[src/rtl/vai_tx_auditor.sv]
// vai_tx_auditor: per-sub-AFU Tx-path stage between one sub-AFU's CCI-P Tx
// port and the VAI mux Tx input.
//   - c0 reads and c1 writes are relocated by this VM's cache-line offset.
//     Their fixed latency is 2 cycles.
//   - Requests are dropped while the VM is held in sub_reset.
//   - Requests whose relocated address overflows 42 bits are also dropped.
//   - c2 MMIO read responses are forwarded with a fixed latency of 1 cycle.
//
// Ports:
//   clk        CCI-P primary clock
//   reset      synchronous, active-high reset
//   offset     cache-line offset for this VM (bits [41:0] used)
//   sub_reset  this VM's sub_afu_reset bit
//   in_c0/1/2  sub-AFU Tx channels (read req, write/fence req, MMIO rsp)
//   out_c0/1/2 Tx channels towards the VAI mux
//   drop_count saturating count of dropped c0+c1 requests
//   ovf_err    sticky address-overflow flag
//   vmid_out   constant VMID of this sub-AFU

package vai_tx_auditor_pkg;
  localparam logic [3:0] eREQ_RDLINE_I = 4'h0;
  localparam logic [3:0] eREQ_RDLINE_S = 4'h1;
  localparam logic [3:0] eREQ_WRLINE_I = 4'h0;
  localparam logic [3:0] eREQ_WRLINE_M = 4'h1;
  localparam logic [3:0] eREQ_WRFENCE  = 4'h4;

  typedef struct packed {
    logic [1:0]  vc_sel;
    logic [1:0]  rsvd1;
    logic [1:0]  cl_len;
    logic [3:0]  req_type;
    logic [5:0]  rsvd0;
    logic [41:0] address;
    logic [15:0] mdata;
  } t_ccip_c0_ReqMemHdr;

  typedef struct packed {
    logic [5:0]  rsvd2;
    logic [1:0]  vc_sel;
    logic        sop;
    logic        rsvd1;
    logic [1:0]  cl_len;
    logic [3:0]  req_type;
    logic [5:0]  rsvd0;
    logic [41:0] address;
    logic [15:0] mdata;
  } t_ccip_c1_ReqMemHdr;

  typedef struct packed {
    logic [8:0] tid;
  } t_ccip_c2_RspMmioHdr;

  typedef struct packed {
    t_ccip_c0_ReqMemHdr hdr;
    logic               valid;
  } t_if_ccip_c0_Tx;

  typedef struct packed {
    t_ccip_c1_ReqMemHdr hdr;
    logic [511:0]       data;
    logic               valid;
  } t_if_ccip_c1_Tx;

  typedef struct packed {
    t_ccip_c2_RspMmioHdr hdr;
    logic                mmioRdValid;
    logic [63:0]         data;
  } t_if_ccip_c2_Tx;
endpackage

module vai_tx_auditor
  import vai_tx_auditor_pkg::*;
#(
  parameter int VMID      = 0,
  parameter int CNT_WIDTH = 32
) (
  input  logic                                clk,
  input  logic                                reset,
  input  logic [63:0]                         offset,
  input  logic                                sub_reset,
  input  vai_tx_auditor_pkg::t_if_ccip_c0_Tx  in_c0,
  input  vai_tx_auditor_pkg::t_if_ccip_c1_Tx  in_c1,
  input  vai_tx_auditor_pkg::t_if_ccip_c2_Tx  in_c2,
  output vai_tx_auditor_pkg::t_if_ccip_c0_Tx  out_c0,
  output vai_tx_auditor_pkg::t_if_ccip_c1_Tx  out_c1,
  output vai_tx_auditor_pkg::t_if_ccip_c2_Tx  out_c2,
  output logic [CNT_WIDTH-1:0]                drop_count,
  output logic                                ovf_err,
  output logic [7:0]                          vmid_out
);

  typedef enum logic {S_RUN = 1'b0, S_HOLD = 1'b1} state_t;

  // 43-bit relocation sum; bit 42 is the overflow carry.
  function automatic logic [42:0] reloc(input logic [41:0] addr, input logic [41:0] off);
    return {1'b0, addr} + {1'b0, off};
  endfunction

  function automatic logic [CNT_WIDTH-1:0] sat_add(input logic [CNT_WIDTH-1:0] a,
                                                   input logic [1:0]           b);
    logic [CNT_WIDTH:0] s;
    s = {1'b0, a} + {{(CNT_WIDTH-1){1'b0}}, b};
    return s[CNT_WIDTH] ? {CNT_WIDTH{1'b1}} : s[CNT_WIDTH-1:0];
  endfunction

  state_t state_q, state_d;
  logic   hold_t0;

  logic                c0_vld_p1_q, c0_drop_p1_q, c1_vld_p1_q, c1_drop_p1_q;
  t_ccip_c0_ReqMemHdr  c0_hdr_p1_q;
  t_ccip_c1_ReqMemHdr  c1_hdr_p1_q;
  logic [511:0]        c1_data_p1_q;

  logic [42:0]         c0_sum, c1_sum;
  logic                c0_carry, c1_carry, c1_fence;
  logic                c0_live, c1_live, c0_fwd, c1_fwd;
  logic                c0_ovf, c1_ovf, c0_drop, c1_drop;
  logic [1:0]          drop_inc;
  t_ccip_c0_ReqMemHdr  c0_hdr_reloc;
  t_ccip_c1_ReqMemHdr  c1_hdr_reloc;

  logic                c0_vld_p2_q, c1_vld_p2_q;
  t_ccip_c0_ReqMemHdr  c0_hdr_p2_q;
  t_ccip_c1_ReqMemHdr  c1_hdr_p2_q;
  logic [511:0]        c1_data_p2_q;

  logic                c2_vld_p1_q;
  t_ccip_c2_RspMmioHdr c2_hdr_p1_q;
  logic [63:0]         c2_data_p1_q;

  logic [CNT_WIDTH-1:0] cnt_q;
  logic                 ovf_q;

  logic unused_offset_hi;
  assign unused_offset_hi = ^offset[63:42];

  // The hold decision uses the next state, so a request is dropped in the
  // same T0 cycle in which sub_reset is first seen high. The first request
  // after sub_reset falls is passed.
  always_comb begin
    state_d = state_q;
    case (state_q)
      S_RUN:   if (sub_reset)  state_d = S_HOLD;
      S_HOLD:  if (!sub_reset) state_d = S_RUN;
      default: state_d = S_RUN;
    endcase
    hold_t0 = (state_d == S_HOLD);
  end

  always_ff @(posedge clk) begin
    if (reset) state_q <= S_RUN;
    else       state_q <= state_d;
  end

  // ---- T0 -> T1 ----
  always_ff @(posedge clk) begin
    if (reset) begin
      c0_vld_p1_q  <= 1'b0;
      c0_drop_p1_q <= 1'b0;
      c1_vld_p1_q  <= 1'b0;
      c1_drop_p1_q <= 1'b0;
      c2_vld_p1_q  <= 1'b0;
    end else begin
      c0_vld_p1_q  <= in_c0.valid;
      c0_drop_p1_q <= hold_t0;
      c1_vld_p1_q  <= in_c1.valid;
      c1_drop_p1_q <= hold_t0;
      c2_vld_p1_q  <= in_c2.mmioRdValid;
    end
  end

  always_ff @(posedge clk) begin
    c0_hdr_p1_q  <= in_c0.hdr;
    c1_hdr_p1_q  <= in_c1.hdr;
    c1_data_p1_q <= in_c1.data;
    c2_hdr_p1_q  <= in_c2.hdr;
    c2_data_p1_q <= in_c2.data;
  end

  // ---- T1: relocation add on the live offset, drop decision ----
  always_comb begin
    c0_sum               = reloc(c0_hdr_p1_q.address, offset[41:0]);
    c0_carry             = c0_sum[42];
    c0_hdr_reloc         = c0_hdr_p1_q;
    c0_hdr_reloc.address = c0_sum[41:0];

    // Fences carry no meaningful address: never relocated, never overflow.
    c1_fence     = (c1_hdr_p1_q.req_type == eREQ_WRFENCE);
    c1_sum       = reloc(c1_hdr_p1_q.address, offset[41:0]);
    c1_carry     = c1_sum[42] & ~c1_fence;
    c1_hdr_reloc = c1_hdr_p1_q;
    if (!c1_fence) c1_hdr_reloc.address = c1_sum[41:0];

    // A request already dropped by hold is not also reported as overflow.
    c0_live  = c0_vld_p1_q & ~c0_drop_p1_q;
    c1_live  = c1_vld_p1_q & ~c1_drop_p1_q;
    c0_fwd   = c0_live & ~c0_carry;
    c1_fwd   = c1_live & ~c1_carry;
    c0_ovf   = c0_live & c0_carry;
    c1_ovf   = c1_live & c1_carry;
    c0_drop  = c0_vld_p1_q & ~c0_fwd;
    c1_drop  = c1_vld_p1_q & ~c1_fwd;
    drop_inc = {1'b0, c0_drop} + {1'b0, c1_drop};
  end

  // ---- T1 -> T2 ----
  always_ff @(posedge clk) begin
    if (reset) begin
      c0_vld_p2_q <= 1'b0;
      c1_vld_p2_q <= 1'b0;
      cnt_q       <= '0;
      ovf_q       <= 1'b0;
    end else begin
      c0_vld_p2_q <= c0_fwd;
      c1_vld_p2_q <= c1_fwd;
      cnt_q       <= sat_add(cnt_q, drop_inc);
      ovf_q       <= ovf_q | c0_ovf | c1_ovf;
    end
  end

  always_ff @(posedge clk) begin
    c0_hdr_p2_q  <= c0_hdr_reloc;
    c1_hdr_p2_q  <= c1_hdr_reloc;
    c1_data_p2_q <= c1_data_p1_q;
  end

  always_comb begin
    out_c0.hdr         = c0_hdr_p2_q;
    out_c0.valid       = c0_vld_p2_q;
    out_c1.hdr         = c1_hdr_p2_q;
    out_c1.data        = c1_data_p2_q;
    out_c1.valid       = c1_vld_p2_q;
    out_c2.hdr         = c2_hdr_p1_q;
    out_c2.mmioRdValid = c2_vld_p1_q;
    out_c2.data        = c2_data_p1_q;
  end

  assign drop_count = cnt_q;
  assign ovf_err    = ovf_q;
  assign vmid_out   = 8'(VMID);

endmodule

[config.mk]
export PLATFORM = sky130hd
export DESIGN_NAME = vai_tx_auditor
export DESIGN_NICKNAME = d
export VERILOG_FILES = /design/src/rtl/vai_tx_auditor.sv
export SDC_FILE = /design/constraint.sdc
export NUM_CORES = 1
export LEC_CHECK = 0
export CAP_MARGIN = 5
export CELL_PAD_IN_SITES_DETAIL_PLACEMENT = 0
export CELL_PAD_IN_SITES_GLOBAL_PLACEMENT = 1
export CORE_AREA = 2 2 624 626
export DETAILED_ROUTE_END_ITERATION = 12
export DIE_AREA = 0 0 626 628
export PLACE_DENSITY_LB_ADDON = 0.1
export SLEW_MARGIN = 20
export SYNTH_ARGS = -nofsm -noshare
export SYNTH_HDL_FRONTEND = slang
export SYNTH_SLANG_ARGS = --single-unit
[constraint.sdc]
create_clock -name clk -period 6.8 [get_ports clk]
set_clock_uncertainty 0.2 [all_clocks]
set_input_delay 1.02 -clock clk [delete_from_list [all_inputs] [get_ports clk]]
set_output_delay 1.02 -clock clk [all_outputs]
set_load 0.05 [all_outputs]
Word-level counts from Yosys, hierarchy flattened
Index checks and enable logic that the tools add are counted.
{"block": "word_totals", "regBits": 1444, "in_bits": 809, "output_inout_bits": 783, "word_cells": 69}
{"block": "classes", "add_sub_neg": 4, "eq_ne": 1, "muxes": 3, "bitwise_logic": 17}
{"cell": "$add A42 B42 Y43", "n": 2}
{"cell": "$mux W42", "n": 1}
{"cell": "$add A32 B2 Y33", "n": 1}
{"cell": "$mux W32", "n": 1}
{"cell": "$and A1 B1 Y1", "n": 9}
{"cell": "$not A1 Y1", "n": 6}
{"cell": "$eq A4 B3 Y1 const B", "n": 1}
{"cell": "$add A1 B1 Y2", "n": 1}
{"cell": "$or A1 B1 Y1", "n": 2}
{"cell": "$mux W1", "n": 1}

Depth between registers and ports, before layout
Gate-level depths: netlist (run 1).
{"block": "depth", "ltp_word": 10, "ltp_mapped": 25, "ltp_nobuf": 25}

Least setup slack after synthesis (run 1)
Ideal clock, no wire load.
{"block": "synth_timing", "path_kind": "input to register", "startpoint": "input offset[0]", "endpoint": "register cnt_q[20], in the netlist drop_count[20]", "setup_ns": 0.070, "arrival_ns": 5.671, "required_ns": 6.530, "setup_slack_ns": 0.858, "stages": 25, "path_buffers": 2, "path_cell_list": "ha_1 inv_1 fa_1 nor2b_1 o21ai_0 a21oi_1 o211ai_1 a21oi_1 nor3_2 o31ai_1 a2111oi_0 nor3_1 o21ai_0 fa_1 inv_1 ha_1 and3_1 nand3_1 nor2_1 nand4_1 nor3_1 nand2_1 clkbuf_1 buf_1 a21oi_1"}
{"block": "synth_via", "elab_chain_cells": 9, "elab_cells_between_ends": 14, "classes_between": "add/sub: 4; mux: 1; bitwise: 9"}
{"item": "start: declaration", "line": "79", "rtl": "input logic [63:0] offset,"}
{"item": "$add A42 B42 Y43", "line": "96", "rtl": "return {1'b0, addr} + {1'b0, off};"}
{"item": "$and A1 B1 Y1", "line": "190", "rtl": "c1_carry = c1_sum[42] & ~c1_fence;"}
{"item": "$not A1 Y1", "line": "198", "rtl": "c1_fwd = c1_live & ~c1_carry;"}
{"item": "$and A1 B1 Y1", "line": "198"}
{"item": "$not A1 Y1", "line": "202", "rtl": "c1_drop = c1_vld_p1_q & ~c1_fwd;"}
{"item": "$and A1 B1 Y1", "line": "202"}
{"item": "$add A1 B1 Y2 (*)", "line": "203", "rtl": "drop_inc = {1'b0, c0_drop} + {1'b0, c1_drop};"}
{"item": "$add A32 B2 Y33 (*)", "line": "102", "rtl": "s = {1'b0, a} + {{(CNT_WIDTH-1){1'b0}}, b};"}
{"item": "$mux W32 (*)", "line": "103", "rtl": "return s[CNT_WIDTH] ? {CNT_WIDTH{1'b1}} : s[CNT_WIDTH-1:0];"}
{"item": "end signal: assignment", "line": "216", "rtl": "cnt_q <= sat_add(cnt_q, drop_inc);"}
{"item": "end: declaration", "line": "131", "rtl": "logic [CNT_WIDTH-1:0] cnt_q;"}
Every way passes the cells marked *; elsewhere a longest branch is shown, timed or not.
A chain may end at the register's enable or synchronous reset.

Worst setup path in the final report (run 1)
{"block": "layout_timing", "startpoint": "input offset[0]", "endpoint": "register cnt_q[26], in the netlist drop_count[26]"}
The elaborated chain is that of the path after synthesis.

==> results.md, run 1 <==
* Post-DP Area at 57400 um^2
* Post-DP HPWL at 165600 um
* CTS tree: yes
* Final hold violations at 0
* Number of fill cells at 42540
* RSZ-0062 raised after global routing: false
* Period minus WS final at 6.280 ns
* Total power draw at 0.02279 W
* Largest net degree at the start of global routing at 58
* Hold Path Class: reg -> reg
* Measured slew at the worst slew-check pin at 0.9680 ns
* Core area at 387100 um^2
* Critical Path AT at 6.81 ns
* Antenna violations before repair at 156
* Total CTS buffers at 197
* Detailed-route via count at 24110
* Clock buffer depth at 4
* Slew headroom at 35.27%
* H-Tree Depth at 4
* Gpl congestion at 0.7612
* IO Pins at 1592
* Detail Route Antenna Nets at 0
* CTS root buf: clkbuf_16
* Status: complete, no violations
* Setup Viol. Count Final at 0
* P_leak at 24.51 nW
* Seq cells post-synth at 1444
* Startpoint class of the critical path: input pin
* Die X at 626 um
* GRT Total Usage at 9.777%
* Post-synthesis sequential area ratio at 83.81%
* Smallest hold slack at 0.1028 ns
* Worst-path maximum fanout at 3
* Design area at 63960 um^2
* Most used DFF post-synth: dfxtp_1
* CP bufs+invs at 8
* Crit share post-route at 92.35%
* Ratio of cells with drive above 1 in the final layout at 10.60%
* Post-CTS Setup Inserts at 0
* Vias in the first global route at 25710
* Number of max-cap violations at 0
* Critical Path Sink Type: register
* Post-synthesis cell count at 2275
* Worst stage delay on the critical path at 0.49 ns
* F_max at 0.1592 GHz
* Clock-pin slew on the worst setup and hold paths at 0.06 ns
* Number of port buffers at 1561
* Crit-path most repeated cell: buf_4
* CP delay by family, top: compound AO/OA/AOI/OAI gates
* Drt first pass iters at 5
* Worst-skew pair later-pin latency at 0.89 ns
* Mapped Area at 34490 um^2
* Syn. warnings at 0
* PwrDens at 356.2 nW/um^2
* First-pass GRT wire length at 254100 um
* CP max-delay cell: o21ai_0
* Initial core utilization at 8.910%
* Kind of critical path: in -> reg
* WL/cell at 20.91 um
* Post-synth EDFFs at 0
* Clk sinks at 1444
* Maximum vdd drop at 195.3 uV
* # rows at 229
* Congestion Overflow GR at 0
* Drt drc at 0
* NumNets Final at 5022
* Average size of a mapped cell at 15.16 um^2
* Max-slew violations at 0
* Drt total wl at 198400 um
* Die ar. at 393100 um^2
* Die Y at 628 um
* Initial drt markers at 682
* Vias per cell at 2.540
* Async SR Flop Fraction at 0%
* Worst endpoint required time at 7.33 ns
* Synth cell types at 58
* Layout area overhead at 85.45%
## power breakdown
part	internal (W)	switching [W]
clock	0.00627	0.00425
combinational	0.00116	0.00197
sequential	0.00900	0.000149
total	0.0164	0.00636
## final timing paths
kind	endpoint	startpoint	slack [ns]	cells past startpoint
max reg2reg	drop_count[26]$_SDFF_PP0_	c0_hdr_p1_q[16]$_DFF_P_	0.81	29
min	c1_data_p2_q[142]$_DFF_P_	c1_data_p1_q[142]$_DFF_P_	0.10	0
max	drop_count[26]$_SDFF_PP0_	offset[0]	0.52	30
min reg2reg	c1_data_p2_q[142]$_DFF_P_	c1_data_p1_q[142]$_DFF_P_	0.10	0
## repair_timing
item,CTS,global route
setup endpoints to repair,0,32
hold buffers,0,0
gates resized for setup,0,5
## per-stage QoR
stage                     setup WS, ns  TNS (ns)  std cells  util (%)
after floorplan                 0.8582         0       2282         -
after global placement         -0.6879    -19.15       9123     14.83
after detailed placement       -0.5856    -16.21       9123     14.83
after CTS                       0.3786         0       9470     16.51
after global routing           0.01475         0       9477     16.52
final                           0.5203         0       9491     16.52
## sequential cells by signal, indices dropped and copies added, names as in the netlist, 9 cells and up
register / cells
c1_data_p1_q: 512
c1_data_p2_q: 512
c1_hdr_p1_q: 80
out_c1: 80
c0_hdr_p1_q: 74
out_c0: 74
c2_data_p1_q: 64
drop_count: 32
c2_hdr_p1_q: 9
## kinds of logic after synthesis
group                      after synthesis  synth area share (%)
AOI/OAI and AO/OA                      316                 5.833
buffers and inverters                   65                0.8271
adders and majority gates               88                 3.258
xor gates and xnor gates               100                 2.539
DFF                                   1444                 83.81
muxes                                    4                0.1270
and+or+nand+nor                        257                 3.591
other                                    1               0.01087
## layer usage
layer	global-route usage, %	part of all wire, %	wire length (um)
met3	4.525	11	20910
met4	3.014	3.2	6326
met1	8.263	30	59330
met5	0	0.23	460
met2	19.69	56	111400
## cell usage after synthesis (2+ instances only)
master | count | area, um^2
or3_1 | 2 | 12.51
ha_1 | 85 | 1064
buf_4 | 11 | 82.58
clkbuf_1 | 28 | 105.1
xor2_1 | 43 | 376.6
a211oi_2 | 2 | 25.02
a31o_2 | 4 | 35.03
o21bai_1 | 11 | 82.58
nor2b_1 | 18 | 112.6
nand3_1 | 17 | 85.08
dfxtp_1 | 1444 | 28910
and2_1 | 4 | 25.02
o21a_1 | 13 | 97.59
nor4_1 | 2 | 12.51
and4_1 | 3 | 26.28
xnor2_1 | 57 | 499.2
nor3_1 | 16 | 80.08
o31ai_1 | 6 | 45.04
a211o_1 | 3 | 26.28
a31oi_1 | 16 | 100.1
a41oi_1 | 4 | 35.03
a21oi_1 | 92 | 460.4
a211oi_1 | 5 | 37.54
inv_1 | 25 | 93.84
nor2_1 | 51 | 191.4
a21boi_0 | 2 | 15.01
nand2b_1 | 13 | 81.33
mux2_2 | 3 | 33.78
o31a_1 | 2 | 17.52
o21ai_0 | 72 | 360.4
a2111oi_0 | 4 | 35.03
or2_2 | 3 | 18.77
nand2_1 | 86 | 322.8
nand4_1 | 19 | 118.9
and3_1 | 20 | 125.1
a21o_1 | 61 | 457.9
fa_1 | 3 | 60.06
a41o_1 | 4 | 40.04
o21ai_1 | 2 | 10.01
## cell usage in the layout (no fill, tap or decap), drive strengths merged, types with 3 or more instances in the layout
cell type / count
clkinv: 37
mux2: 3
dfxtp: 1444
a31oi: 16
clkbuf: 274
and3: 20
xor2: 43
o31ai: 6
a41o: 4
nor2b: 18
clkdlybuf4s50: 1560
diode: 21
nand2: 86
a31o: 4
a2111oi: 4
inv: 35
a211o: 3
bufinv: 13
nand4: 19
ha: 85
nand3: 17
xnor2: 57
conb: 8
and2: 4
a21o: 61
o21a: 13
nor2: 51
fa: 3
a21oi: 92
nand2b: 13
o21ai: 74
o21bai: 11
clkinvlp: 13
a211oi: 7
a41oi: 4
or2: 3
nor3: 17
buf: 124
and4: 3
## worst reg2reg max path: cells and delay by family (launching register included)
| family | cells | cell delay (ns) |
|---|---|---|
| buf+inv | 7 | 0.96 |
| flops | 1 | 0.34 |
| fa+ha+maj | 4 | 0.94 |
| compound gates | 10 | 2.46 |
| simple gates | 8 | 0.92 |
## layout make-up
type / count / area [um^2] / share of cell area [%]
diodes: 21 / 52.55 / 0.08216
inverters: 25 / 93.84 / 0.1467
well taps: 5197 / 6502 / 10.17
flip-flops and latches: 1444 / 28910 / 45.19
repair buffers: 1684 / 16560 / 25.89
clock inverters: 73 / 869.6 / 1.359
clock buffers: 274 / 5622 / 8.789
multi-input cells: 773 / 5358 / 8.376
Power figures use the tool's default switching activity.
==> inputs of run 2 (changes only) <==
CORE_AREA = 2 2 623 625   (was 2 2 624 626)
CTS_BUF_LIST = sky130_fd_sc_hd__clkbuf_4   (was unset)
DIE_AREA = 0 0 625 627   (was 0 0 626 628)
==> run 2 against run 1 <==
Combinational power up 13%. Power down 6.3%. Via count up 19%. Critical path depth down 2. Die area down 0.32%. Non-clock buffer count up 740. Final cell count up 11%. Utilization up 1.7 points. Sequential power about the same. First-iteration DRC count down 14%. Critical endpoint is now drop_count[23]$_SDFF_PP0_. Largest cell class unchanged.
==> results.md, run 2 (synthesis gave the netlist of run 1 again) <==
* Setup slack at placement at -0.7922 ns
* Total CTS buffers at 456
* Largest net degree at the start of global routing at 64
* Smallest hold slack at 0.05051 ns
* Internal power at 0.01492 W
* Period minus WS final at 6.497 ns
* Max-slew violations at 0
* Vias per cell at 2.721
* Initial drt markers at 588
* Die ar. at 391900 um^2
* Worst-skew pair later-pin latency at 1.40 ns
* First-pass GRT wire length at 263100 um
* Number of port buffers at 1561
* Drt total wl at 202000 um
* # rows at 228
* PwrDens at 303.6 nW/um^2
* Worst Setup SP: offset[0]
* Critical Path Sink Type: register
* Layout area overhead at 103.9%
* WP depth at 28
* Post-CTS Setup Inserts at 0
* Drt first pass iters at 4
* Die Y at 627 um
* F_max at 0.1539 GHz
* Worst stage delay on the critical path at 0.54 ns
* Congestion Overflow GR at 0
* Finished Core Util at 18.27%
* WL/cell at 19.18 um
* Sw Ratio at 30.09%
* Worst setup path endpoint: drop_count[23]$_SDFF_PP0_
* Detail Route Antenna Nets at 0
* Design area at 70310 um^2
* Worst endpoint required time at 7.88 ns
* RSZ-0062 raised after global routing: false
* End of the worst register-to-register path: drop_count[23]$_SDFF_PP0_
* Worst R2R Path Depth at 26
* Maximum vdd drop at 122.6 uV
* Core area at 384800 um^2
* Flop pwr share at 42.9%
* Kind of critical path: in -> reg
* IO Pins at 1592
* Top flop regs: c1_data_p1_q: 512 flops, c1_data_p2_q: 512 flops
* Die X at 625 um
* Drt drc at 0
* Critical Path AT at 7.57 ns
* Post-DP HPWL at 166500 um
* Hold Path Class: reg -> reg
* CTS root buf: clkbuf_4
* Detailed-route via count at 28660
* Setup Viol. Count Final at 0
* Clk pwr share at 40.7%
* Initial core utilization at 8.962%
* Post-DP Area at 57150 um^2
* Crit share post-route at 95.55%
* Vias in the first global route at 31080
* Status: complete, no violations
* CP delay by family, top: compound AO/OA/AOI/OAI gates
* Commonest non-fill, non-tap cells in the layout: clkdlybuf4s50_1 (1561), dfxtp_1 (1444), dlygate4sd3_1 (749), clkbuf_4 (639), buf_4 (114)
* Ratio of cells with drive above 1 in the final layout at 14.83%
* CTS tree: yes
* NetSw at 0.006422 W
* Gpl congestion at 0.7147
* Number of fill cells at 42470
* Final hold violations at 0
* Clk sinks at 1444
* Startpoint class of the critical path: input pin
* Combinational Power Share at 16.5%
* CP bufs+invs at 6
* Reg2reg start: c0_hdr_p1_q[16]$_DFF_P_
* P_leak at 27.72 nW
* CP max-delay cell: dlygate4sd3_1
* Commonest non-fill, non-tap cell in the layout: clkdlybuf4s50_1
* Setup ws final at 0.3027 ns
* Worst reg2reg setup slack at 0.73 ns
* Clock buffer depth at 4
* Worst-path maximum fanout at 4
* NumNets Final at 6021
* Number of max-cap violations at 0
* H-Tree Depth at 5
* Clock-pin slew on the worst setup and hold paths at 0.06 ns
* GRT Total Usage at 9.883%
* Measured slew at the worst slew-check pin at 0.9407 ns
* Antenna violations before repair at 147
* Slew headroom at 37.09%
## run 2: how the worst min path moves through the flow
stage	startpoint	to	cells after the start
after global routing	c1_data_p1_q[335]$_DFF_P_	c1_data_p2_q[335]$_DFF_P_	0
final	c1_data_p1_q[219]$_DFF_P_	c1_data_p2_q[219]$_DFF_P_	0
after global placement	c1_hdr_p1_q[73]$_DFF_P_	out_c1[586]$_DFF_P_	0
after detailed placement	c1_data_p1_q[52]$_DFF_P_	c1_data_p2_q[52]$_DFF_P_	0
after CTS	offset[10]	out_c0[27]$_DFF_P_	4
after floorplan	c1_data_p1_q[0]$_DFF_P_	c1_data_p2_q[0]$_DFF_P_	0
## run 2: power groups by stage
stage                     combinational [W]  clock (W)  sequential, W
after global routing                0.00370    0.00980        0.00920
after floorplan                    0.000396          0         0.0104
final                               0.00351    0.00868        0.00915
after global placement              0.00323          0        0.00934
after detailed placement            0.00321          0        0.00935
after CTS                           0.00365    0.00943        0.00916
## run 2: metal layers
| layer | track usage [%] | wire length, um |
|---|---|---|
| met5 | 0 | 582 |
| met4 | 4.089 | 8356 |
| met3 | 4.138 | 17940 |
| met2 | 19.73 | 113100 |
| met1 | 8.437 | 62040 |
## run 2: metrics by stage
step | total power [W] | cells | setup TNS, ns
final | 0.02134 | 10530 | 0
after global routing | 0.02270 | 10520 | 0
after CTS | 0.02224 | 10510 | 0
after detailed placement | 0.01256 | 8977 | -22.21
after global placement | 0.01257 | 8977 | -23.07
after floorplan | 0.01083 | 2282 | 0
## run 2: worst reg2reg max path, stage by stage, from the launching register on
cell	delay, ns
dfxtp_1	0.31
ha_1	0.16
inv_1	0.06
fa_1	0.40
nor2b_1	0.14
o21a_1	0.16
o21ai_0	0.26
a211oi_2	0.48
o31ai_1	0.14
buf_4	0.18
a21oi_1	0.21
buf_4	0.19
o21ai_0	0.18
a21oi_1	0.32
o21a_1	0.19
o31ai_1	0.10
fa_1	0.48
nor2b_1	0.18
nand4_1	0.15
or2_2	0.32
nor2_1	0.14
nand4_1	0.27
buf_4	0.23
nor2_1	0.12
nand4_1	0.13
xor2_1	0.16
a21oi_1	0.13
## run 2: final cells by class
type                    instances  area [um^2]  share of cell area, %
inverters                      25        93.84                 0.1335
multi-input cells             773         5353                  7.613
well taps                    5060         6331                  9.004
clock inverters               144        793.3                  1.128
diodes                         23        57.56                0.08186
clock buffers                 639         4797                  6.823
repair buffers               2424        23980                  34.10
flip-flops and latches       1444        28910                  41.11
## run 2: repair_timing
item / CTS / global route
hold buffers: 749 / 0
endpoints found under the hold margin: 779 / 0
gates resized for setup: 0 / 3
setup endpoints to repair: 0 / 30
